<file path="src/rtl/vigna_bus_arbiter_pkg.sv">
// Shared types and constants for the vigna instruction/data bus arbiter.
// State encoding, grant identifiers and bus widths live here so every file agrees.
package vigna_bus_pkg;

    localparam int ADDR_W = 32;
    localparam int DATA_W = 32;
    localparam int STRB_W = 4;

    typedef enum logic [1:0] {
        IDLE = 2'd0,
        REQ  = 2'd1,
        RESP = 2'd2
    } state_t;

    typedef enum logic {
        GNT_I = 1'b0,
        GNT_D = 1'b1
    } gnt_t;

    localparam logic [STRB_W-1:0] WSTRB_READ = 4'h0;

endpackage

</file>
<file path="src/rtl/vigna_bus_arbiter_if.sv">
// One valid/ready memory port: the requester drives the master side,
// the responder drives ready and read data on the slave side.
interface vigna_bus_arbiter_if;
    import vigna_bus_pkg::*;

    logic              valid;
    logic              ready;
    logic [ADDR_W-1:0] addr;
    logic [DATA_W-1:0] wdata;
    logic [STRB_W-1:0] wstrb;
    logic [DATA_W-1:0] rdata;

    modport master (
        output valid, addr, wdata, wstrb,
        input  ready, rdata
    );

    modport slave (
        input  valid, addr, wdata, wstrb,
        output ready, rdata
    );

endinterface

</file>
<file path="src/rtl/vigna_bus_arbiter_rr_pick.sv">
// Combinational two-way grant between the fetch and data ports.
// On conflict it alternates against last_grant, or always favours data when round robin is off.
module vigna_rr_pick
    import vigna_bus_pkg::*;
#(
    parameter int ROUND_ROBIN = 1
) (
    input  logic i_valid,
    input  logic d_valid,
    input  gnt_t last_grant,
    output gnt_t grant
);

    always_comb begin
        grant = GNT_I;
        if (i_valid && d_valid) begin
            if (ROUND_ROBIN != 0) begin
                grant = (last_grant == GNT_I) ? GNT_D : GNT_I;
            end else begin
                grant = GNT_D;
            end
        end else if (d_valid) begin
            grant = GNT_D;
        end
    end

endmodule

</file>
<file path="src/rtl/vigna_bus_arbiter.sv">
// Merges the vigna core's fetch and load/store ports onto one memory bus,
// one transaction at a time, and holds each port's last read data between transactions.
module vigna_bus_arbiter
    import vigna_bus_pkg::*;
#(
    parameter int ROUND_ROBIN = 1
) (
    input logic                 clk,
    input logic                 resetn,
    vigna_bus_arbiter_if.slave  ibus,
    vigna_bus_arbiter_if.slave  dbus,
    vigna_bus_arbiter_if.master mbus
);

    state_t            state_q, state_d;
    gnt_t              last_grant_q, last_grant_d;
    gnt_t              gnt_q, gnt_d;
    gnt_t              pick;
    logic              m_valid_q, m_valid_d;
    logic [ADDR_W-1:0] m_addr_q, m_addr_d;
    logic [DATA_W-1:0] m_wdata_q, m_wdata_d;
    logic [STRB_W-1:0] m_wstrb_q, m_wstrb_d;
    logic              i_ready_q, i_ready_d;
    logic              d_ready_q, d_ready_d;
    logic [DATA_W-1:0] i_rdata_q, i_rdata_d;
    logic [DATA_W-1:0] d_rdata_q, d_rdata_d;

    // The fetch port never writes; its write fields exist only because both ports share one interface type.
    logic unused_ifetch_wr;
    assign unused_ifetch_wr = ^{ibus.wdata, ibus.wstrb};

    vigna_rr_pick #(
        .ROUND_ROBIN (ROUND_ROBIN)
    ) u_pick (
        .i_valid    (ibus.valid),
        .d_valid    (dbus.valid),
        .last_grant (last_grant_q),
        .grant      (pick)
    );

    always_ff @(posedge clk) begin
        if (!resetn) begin
            state_q      <= IDLE;
            last_grant_q <= GNT_I;
            gnt_q        <= GNT_I;
            m_valid_q    <= 1'b0;
            m_addr_q     <= '0;
            m_wdata_q    <= '0;
            m_wstrb_q    <= WSTRB_READ;
            i_ready_q    <= 1'b0;
            d_ready_q    <= 1'b0;
            i_rdata_q    <= '0;
            d_rdata_q    <= '0;
        end else begin
            state_q      <= state_d;
            last_grant_q <= last_grant_d;
            gnt_q        <= gnt_d;
            m_valid_q    <= m_valid_d;
            m_addr_q     <= m_addr_d;
            m_wdata_q    <= m_wdata_d;
            m_wstrb_q    <= m_wstrb_d;
            i_ready_q    <= i_ready_d;
            d_ready_q    <= d_ready_d;
            i_rdata_q    <= i_rdata_d;
            d_rdata_q    <= d_rdata_d;
        end
    end

    always_comb begin
        state_d      = state_q;
        last_grant_d = last_grant_q;
        gnt_d        = gnt_q;
        m_valid_d    = m_valid_q;
        m_addr_d     = m_addr_q;
        m_wdata_d    = m_wdata_q;
        m_wstrb_d    = m_wstrb_q;
        i_ready_d    = 1'b0;
        d_ready_d    = 1'b0;
        i_rdata_d    = i_rdata_q;
        d_rdata_d    = d_rdata_q;

        case (state_q)
            IDLE: begin
                if (ibus.valid || dbus.valid) begin
                    state_d      = REQ;
                    gnt_d        = pick;
                    last_grant_d = pick;
                    m_valid_d    = 1'b1;
                    if (pick == GNT_D) begin
                        m_addr_d  = dbus.addr;
                        m_wdata_d = dbus.wdata;
                        m_wstrb_d = dbus.wstrb;
                    end else begin
                        m_addr_d  = ibus.addr;
                        m_wdata_d = '0;
                        m_wstrb_d = WSTRB_READ;
                    end
                end
            end
            REQ: begin
                if (mbus.ready) begin
                    state_d   = RESP;
                    m_valid_d = 1'b0;
                    m_wstrb_d = WSTRB_READ;
                    if (gnt_q == GNT_I) begin
                        i_ready_d = 1'b1;
                        i_rdata_d = mbus.rdata;
                    end else begin
                        d_ready_d = 1'b1;
                        if (m_wstrb_q == WSTRB_READ) begin
                            d_rdata_d = mbus.rdata;
                        end
                    end
                end
            end
            // Requesters still hold valid here, so nothing is sampled until IDLE.
            RESP: begin
                state_d = IDLE;
            end
            default: begin
                state_d = IDLE;
            end
        endcase
    end

    assign mbus.valid = m_valid_q;
    assign mbus.addr  = m_addr_q;
    assign mbus.wdata = m_wdata_q;
    assign mbus.wstrb = m_wstrb_q;
    assign ibus.ready = i_ready_q;
    assign ibus.rdata = i_rdata_q;
    assign dbus.ready = d_ready_q;
    assign dbus.rdata = d_rdata_q;

endmodule

</file>
<file path="src/flat_wrapper.sv">
// flat-port wrapper written by rule: the top's interface ports become plain ports
module vigna_bus_arbiter_flat import vigna_bus_pkg::*;
#(
    parameter int ROUND_ROBIN = 1
)
  (clk, resetn, ibus_valid, ibus_addr, ibus_wdata, ibus_wstrb, ibus_ready, ibus_rdata, dbus_valid, dbus_addr, dbus_wdata, dbus_wstrb, dbus_ready, dbus_rdata, mbus_valid, mbus_addr, mbus_wdata, mbus_wstrb, mbus_ready, mbus_rdata);
  vigna_bus_arbiter_if ibus_i ();
  vigna_bus_arbiter_if dbus_i ();
  vigna_bus_arbiter_if mbus_i ();
  input logic clk;
  input logic resetn;
  input wire logic [$bits(ibus_i.valid)-1:0] ibus_valid;
  input wire logic [$bits(ibus_i.addr)-1:0] ibus_addr;
  input wire logic [$bits(ibus_i.wdata)-1:0] ibus_wdata;
  input wire logic [$bits(ibus_i.wstrb)-1:0] ibus_wstrb;
  output wire logic [$bits(ibus_i.ready)-1:0] ibus_ready;
  output wire logic [$bits(ibus_i.rdata)-1:0] ibus_rdata;
  input wire logic [$bits(dbus_i.valid)-1:0] dbus_valid;
  input wire logic [$bits(dbus_i.addr)-1:0] dbus_addr;
  input wire logic [$bits(dbus_i.wdata)-1:0] dbus_wdata;
  input wire logic [$bits(dbus_i.wstrb)-1:0] dbus_wstrb;
  output wire logic [$bits(dbus_i.ready)-1:0] dbus_ready;
  output wire logic [$bits(dbus_i.rdata)-1:0] dbus_rdata;
  output wire logic [$bits(mbus_i.valid)-1:0] mbus_valid;
  output wire logic [$bits(mbus_i.addr)-1:0] mbus_addr;
  output wire logic [$bits(mbus_i.wdata)-1:0] mbus_wdata;
  output wire logic [$bits(mbus_i.wstrb)-1:0] mbus_wstrb;
  input wire logic [$bits(mbus_i.ready)-1:0] mbus_ready;
  input wire logic [$bits(mbus_i.rdata)-1:0] mbus_rdata;
  assign ibus_i.valid = ibus_valid;
  assign ibus_i.addr = ibus_addr;
  assign ibus_i.wdata = ibus_wdata;
  assign ibus_i.wstrb = ibus_wstrb;
  assign ibus_ready = ibus_i.ready;
  assign ibus_rdata = ibus_i.rdata;
  assign dbus_i.valid = dbus_valid;
  assign dbus_i.addr = dbus_addr;
  assign dbus_i.wdata = dbus_wdata;
  assign dbus_i.wstrb = dbus_wstrb;
  assign dbus_ready = dbus_i.ready;
  assign dbus_rdata = dbus_i.rdata;
  assign mbus_valid = mbus_i.valid;
  assign mbus_addr = mbus_i.addr;
  assign mbus_wdata = mbus_i.wdata;
  assign mbus_wstrb = mbus_i.wstrb;
  assign mbus_i.ready = mbus_ready;
  assign mbus_i.rdata = mbus_rdata;
  vigna_bus_arbiter #(.ROUND_ROBIN(ROUND_ROBIN)) u_core (.clk(clk), .resetn(resetn), .ibus(ibus_i), .dbus(dbus_i), .mbus(mbus_i));
endmodule
</file>
<file path="config.mk">
export PLATFORM = sky130hd
export DESIGN_NAME = vigna_bus_arbiter_flat
export DESIGN_NICKNAME = d
export VERILOG_FILES = /design/src/rtl/vigna_bus_arbiter_pkg.sv /design/src/rtl/vigna_bus_arbiter_if.sv /design/src/rtl/vigna_bus_arbiter_rr_pick.sv /design/src/rtl/vigna_bus_arbiter.sv /design/src/flat_wrapper.sv
export SDC_FILE = /design/constraint.sdc
export NUM_CORES = 1
export LEC_CHECK = 0
export CELL_PAD_IN_SITES_DETAIL_PLACEMENT = 1
export CELL_PAD_IN_SITES_GLOBAL_PLACEMENT = 1
export CORE_UTILIZATION = 23
export CTS_CLUSTER_DIAMETER = 100
export DETAILED_ROUTE_END_ITERATION = 6
export PLACE_DENSITY = 0.81
export RECOVER_POWER = 100
export SYNTH_ARGS = -nofsm -noshare
export SYNTH_HDL_FRONTEND = slang
export SYNTH_SLANG_ARGS = --single-unit
</file>
<file path="constraint.sdc">
create_clock -name clk -period 2 [get_ports clk]
set_clock_uncertainty 0.2 [all_clocks]
set_input_delay 0.6 -clock clk [delete_from_list [all_inputs] [get_ports clk]]
set_output_delay 0.6 -clock clk [all_outputs]
set_load 0.01 [all_outputs]
</file>
==> out/metrics.csv, run 1 <==
metric,value,unit
Yosys top cell by area,dfxtp_1,
Post-Layout Inst Area,8622,um^2
CTS tree,built,
total CTS buffers,17,
vias in the first global route,5369,
outcome,"finished, final reports clean",
antenna violations before repair,0,
I/O pins,308,
Final Hold Viols,0,
Worst-Margin Slew,0.5877,ns
gr ovfl total,0,
Slowest cell on crit path,dfxtp_1,
share of layout cells above drive strength 1,7.872,%
ys flop type,dfxtp_1,
vias per cell,4.599,
instance count of the mapped netlist,534,
core box area,21150,um^2
clock latency on the worst-skew pair,0.41,ns
Port Buffers,271,
WP data required,1.20,ns
Initial Util,23.66,%
# setup viols final,0,
"Avg Cell Area, Syn",9.372,um^2
number of sinks on the clock net,138,
crit-path max cell delay,0.32,ns
Synth cell types,28,
largest net degree at the start of global routing,66,
final net count,975,
# rows,53,
Tot Pwr,7.359,mW
# DRC,0,
post-synth top area share,55.20,%
Max Freq,515.8,MHz
Max Slew Vio Count,0,
power per cell area,853.5,nW/um^2
Die Ht,149.5,um
Routed WL,18450,um
reg-to-reg endpoint,u_core.dbus.rdata[26],
CP Capture Point,mbus_wstrb[0],
ys async rst share,0,%
CTS Root Cell,clkbuf_16,
CP arrival,1.14,ns
via count,5004,
GPL Wtd Cong,0.7539,
Critical Path Source,u_core.mbus.wstrb[0],
mapped cell area,5005,um^2
first-pass GRT wire length,28410,um
maximum clock insertion buffer count,2,
reg2reg path depth,4,
CP Cell Sequence,"clkbuf_4, dlygate4sd2_1",
RR Startpoint,u_core.mbus.wstrb[1],
post-route ant nets,0,
RSZ-0062 raised after global routing,no,
DIE WIDTH,149.5,um
Setup crit start kind,register,
synthesis-to-finish area growth,72.28,%
n_diodes,0,
DRT Pass-1 Iters,4,
Area contributors post-synth,"dfxtp_1 (55%), nand2_1 (9.7%), mux2i_1 (6.4%), a311oi_1 (5.8%), a22o_1 (5.6%)",
synth cell count leaders,"dfxtp_1 (138), nand2_1 (129), clkbuf_1 (43)",
Leakage,4.031,nW
number of synthesized flops with an enable pin,0,
register area share after synthesis,55.20,%
initial detailed-routing violation count,94,
maximum vdd drop,0.0005596,V
Max-Cap Viols,0,
R2R Setup Slk,0.10,ns
Seq cells post-synth,138,
clock transition at the registers of the reported paths,0.06,ns
Slew headroom,60.82,%
Syn. warnings,0,
Tmin final,1.939,ns
critical path endpoint category,primary output,
Hold/Removal Path Class,reg -> reg,
CP max FO,2,
"Cell Area, Placed",8224,um^2
drt wl/cell,16.96,um
H-tree levels,4,
period utilization,96.94,%
total die area,22350,um^2
Setup Crit Path Kind,reg -> out,
HPWL after DPL,13120,um
syn_nets,707,
GRT Total Usage,16.56,%
"count leader, synth",dfxtp_1,
[where the power goes]
group	total, mW	internal [mW]	switching (mW)
combinational	1.18	0.614	0.562
sequential	3.01	2.92	0.0882
clock	3.17	1.98	1.19
[cell usage in the layout (no fill, tap or decap), types with 2 or more instances in the layout]
cell,count
dfxtp_1,138
clkdlybuf4s50_1,135
dlygate4sd2_1,135
nand2_1,129
a21oi_1,33
nand3_1,32
o21ai_0,32
a22o_1,32
a311oi_1,32
mux2i_1,32
clkbuf_16,17
buf_4,12
buf_12,10
nor2_1,4
a32o_1,4
bufinv_16,3
clkinv_2,3
clkbuf_1,3
buf_6,3
clkinv_4,2
clkinvlp_4,2
[sequential cells by signal, indices dropped and copies added (netlist names)]
register and flops:
u_core.last_grant_q 1, u_core.dbus.rdata 32, u_core.mbus.wdata 32, u_core.dbus.ready 1, u_core.ibus.ready 1, u_core.state_q 2
u_core.mbus.addr 32, u_core.ibus.rdata 32, u_core.mbus.wstrb 4, u_core.mbus.valid 1
[per-stage QoR]
| stage | hold WS, ns | TNS [ns] | util [%] | std cells | worst slack (ns) |
|---|---|---|---|---|---|
| 6_report | 0.2560 | 0 | 40.76 | 1088 | 0.06121 |
| 3_5_place_dp | 0.2547 | -39.55 | 38.88 | 1057 | -0.5693 |
| 5_1_grt | 0.2778 | 0 | 40.76 | 1088 | 0.006189 |
| 2_1_floorplan | 0.2823 | -1.252 | - | 534 | -0.04175 |
| 3_3_place_gp | 0.2441 | -36.33 | 38.88 | 1057 | -0.5379 |
| 4_1_cts | 0.2627 | 0 | 41.01 | 1088 | 0.03740 |
[worst min-delay path by stage]
stage                          startpoint                     to  slack [ns]  cells after the start
global placement     u_core.dbus.rdata[3]   u_core.dbus.rdata[3]        0.24                      2
floorplan            u_core.dbus.rdata[0]   u_core.dbus.rdata[0]        0.28                      2
CTS                 u_core.dbus.rdata[28]  u_core.dbus.rdata[28]        0.26                      2
finish               u_core.dbus.rdata[9]   u_core.dbus.rdata[9]        0.26                      2
global route                       resetn      u_core.state_q[0]        0.28                      2
detailed placement  u_core.dbus.rdata[13]  u_core.dbus.rdata[13]        0.25                      2
[logic make-up after synthesis]
logic type | after synthesis | share of synthesized area [%]
simple gates | 174 | 14.58
compound gates | 139 | 19.50
flops | 138 | 55.20
buf+inv | 51 | 4.325
mux | 32 | 6.400
[metal layers]
| metal | part of all wire [%] | up-vias | global-route usage (%) |
|---|---|---|---|
| li1 | - | 2435 | - |
| met4 | 1.5 | 0 | 5.612 |
| met5 | 0 | - | 0 |
| met2 | 50 | 197 | 29.61 |
| met3 | 8.9 | 17 | 6.585 |
| met1 | 40 | 2355 | 17.52 |
[repair_timing]
action | 4_1_cts | 5_1_grt
resized for setup | 137 | 2
gates cloned | 1 | 0
setup buffers | 0 | 0
hold buffers | 0 | 0
pin swaps | 1 | 0
setup endpoints to repair | 167 | 2
[layout make-up]
| class | instances | area [um^2] |
|---|---|---|
| clock buffers | 19 | 442.9 |
| clock inverters | 11 | 146.4 |
| fillers | 2464 | 12530 |
| inverters | 1 | 3.754 |
| multi-input cells | 345 | 2044 |
| flip-flops and latches | 138 | 2763 |
| well taps | 275 | 344.1 |
| repair buffers | 299 | 2878 |
[worst max-delay path, delay by kind of cell (launching register included)]
kind / cells / cell delay [ns]
DFF: 1 / 0.32
buffers and inverters: 2 / 0.41
Note: power is estimated with default switching activity, not from simulation.
==> inputs of run 2 (changes only) <==
--- a/config.mk
+++ b/config.mk
@@ -7,6 +7,7 @@
 export LEC_CHECK = 0
 export CELL_PAD_IN_SITES_DETAIL_PLACEMENT = 1
 export CELL_PAD_IN_SITES_GLOBAL_PLACEMENT = 1
+export CORE_MARGIN = 4
 export CORE_UTILIZATION = 23
 export CTS_CLUSTER_DIAMETER = 100
 export DETAILED_ROUTE_END_ITERATION = 6
==> out/metrics.csv, run 2 (synthesis results as in run 1) <==
metric,value,unit,change
reg2reg path depth,4,,unchanged
DIE WIDTH,155.5,um,+4.0%
Max Freq,511.9,MHz,-0.76%
Routed WL,19290,um,+4.5%
largest net degree at the start of global routing,98,,+48%
most frequent cells in the layout,"dfxtp_1 (138), clkdlybuf4s50_1 (135), dlygate4sd2_1 (134)",,
total CTS buffers,17,,unchanged
filler cell count,2490,,+1.1%
cts hold-fix bufs,0,,unchanged
Final Hold Viols,0,,unchanged
Slew headroom,69.32,%,+8.5 points
share of layout cells above drive strength 1,8.364,%,+0.49 points
CP Cell Sequence,"clkdlybuf4s50_1, buf_4, a21boi_2, buf_12, nand2_1, a311oi_1",,
# DRC,0,,unchanged
Critical Path Source,dbus_valid,,
critical path endpoint category,register,,
Initial Util,23.58,%,-0.074 points
Tot Pwr,7.542,mW,+2.5%
gr ovfl total,0,,unchanged
maximum vdd drop,0.0005069,V,-9.4%
pre-CTS setup slack,-0.5584,ns,+0.01087 ns
HPWL after DPL,13960,um,+6.4%
GRT Total Usage,15.24,%,-1.3 points
total die area,24180,um^2,+8.2%
Die Ht,155.5,um,+4.0%
Hold/Removal Path Class,reg -> reg,,
clock transition at the registers of the reported paths,0.06,ns,about the same
"commonest non-fill, non-tap cell in the layout",dfxtp_1,,
maximum clock insertion buffer count,2,,unchanged
R2R Setup Slk,0.08,ns,-0.02 ns
Leakage,4.015,nW,-0.39%
antenna violations before repair,0,,unchanged
CTS Root Cell,clkbuf_16,,
synthesis-to-finish area growth,72.50,%,
CTS tree,built,,
DRT Pass-1 Iters,4,,unchanged
Tmin final,1.954,ns,+0.01475 ns
first-pass GRT wire length,29070,um,+2.3%
period utilization,97.68,%,+0.74 points
vias per cell,4.550,,-1.1%
I/O pins,308,,unchanged
number of sinks on the clock net,138,,unchanged
core box area,21220,um^2,+0.31%
Worst-Margin Slew,0.4602,ns,-0.1274 ns
CP Capture Point,u_core.mbus.addr[24],,
n_diodes,0,,unchanged
# setup viols final,0,,unchanged
power per cell area,873.6,nW/um^2,+2.4%
GPL Wtd Cong,0.7738,,+2.6%
Final WS setup,0.04645,ns,-0.01475 ns
Slowest cell on crit path,clkdlybuf4s50_1,,
Setup Buffers After CTS,0,,unchanged
outcome,"finished, final reports clean",,
Port Buffers,271,,unchanged
RSZ-0062 raised after global routing,no,,
WP data required,2.10,ns,+0.90 ns
Max Slew Vio Count,0,,unchanged
H-tree levels,4,,unchanged
post-route ant nets,0,,unchanged
Setup crit start kind,input port,,
final net count,973,,-0.21%
Hold Slack,0.2597,ns,+0.003693 ns
Max-Cap Viols,0,,unchanged
CP max FO,32,,+30
CP arrival,2.05,ns,+0.91 ns
via count,4950,,-1.1%
clock latency on the worst-skew pair,0.40,ns,about the same
# rows,53,,unchanged
crit-path max cell delay,0.50,ns,+0.18 ns
Sum Neg Setup Slack,0,ns,unchanged
reg-to-reg endpoint,u_core.dbus.rdata[18],,
RR Startpoint,u_core.mbus.wstrb[0],,
vias in the first global route,5148,,-4.1%
Setup Crit Path Kind,in -> reg,,
drt wl/cell,17.73,um,+4.5%
initial detailed-routing violation count,199,,+110%
## run 2: worst min path at each step
| stage | start | endpoint | cells past startpoint |
|---|---|---|---|
| 2_1_floorplan | u_core.dbus.rdata[0] | u_core.dbus.rdata[0] | 2 |
| 3_3_place_gp | u_core.dbus.rdata[31] | u_core.dbus.rdata[31] | 2 |
| 3_5_place_dp | u_core.dbus.rdata[8] | u_core.dbus.rdata[8] | 2 |
| 4_1_cts | u_core.dbus.rdata[8] | u_core.dbus.rdata[8] | 2 |
| 5_1_grt | u_core.dbus.rdata[12] | u_core.dbus.rdata[12] | 2 |
| 6_report | u_core.dbus.rdata[12] | u_core.dbus.rdata[12] | 2 |
## run 2: layout make-up
cell class	count	area (um^2)	area share, %
clock buffer	18	439.2	5.087
clock inverter	14	185.2	2.145
inverter	1	3.754	0.04348
multi-input combinational	345	2056	23.81
sequential	138	2763	32.00
tap	275	344.1	3.986
timing repair buffer	297	2843	32.93
## run 2: worst max-delay path, delay by kind of cell
| family | cells | cell delay, ns |
|---|---|---|
| compound gates | 2 | 0.51 |
| buf+inv | 3 | 0.85 |
| simple gates | 1 | 0.08 |
## run 2: metrics by stage
step	utilization (%)	area, um^2	instances
final	40.68	8633	1088
after global routing	40.68	8633	1088
after CTS	40.71	8638	1087
after detailed placement	38.41	8152	1054
after global placement	38.41	8152	1054
after floorplan	-	5012	534
## run 2: repair_timing
item,4_1_cts,5_1_grt
pin swaps,0,1
gates resized for setup,138,6
setup endpoints to repair,167,22
cloned,1,1
## run 2: power by group
part           switching [mW]  internal [mW]
Combinational           0.562          0.613
Clock                    1.33           2.03
Sequential             0.0877           2.92
Total                    1.98           5.56
## run 2: metal layers
| metal | vias to the layer above | global-route usage, % | wire length [um] |
|---|---|---|---|
| li1 | 2427 | - | - |
| met2 | 187 | 26.62 | 9500 |
| met1 | 2323 | 17.58 | 7855 |
| met3 | 13 | 5.480 | 1712 |
| met4 | 0 | 4.377 | 219 |
| met5 | - | 0 | 0 |
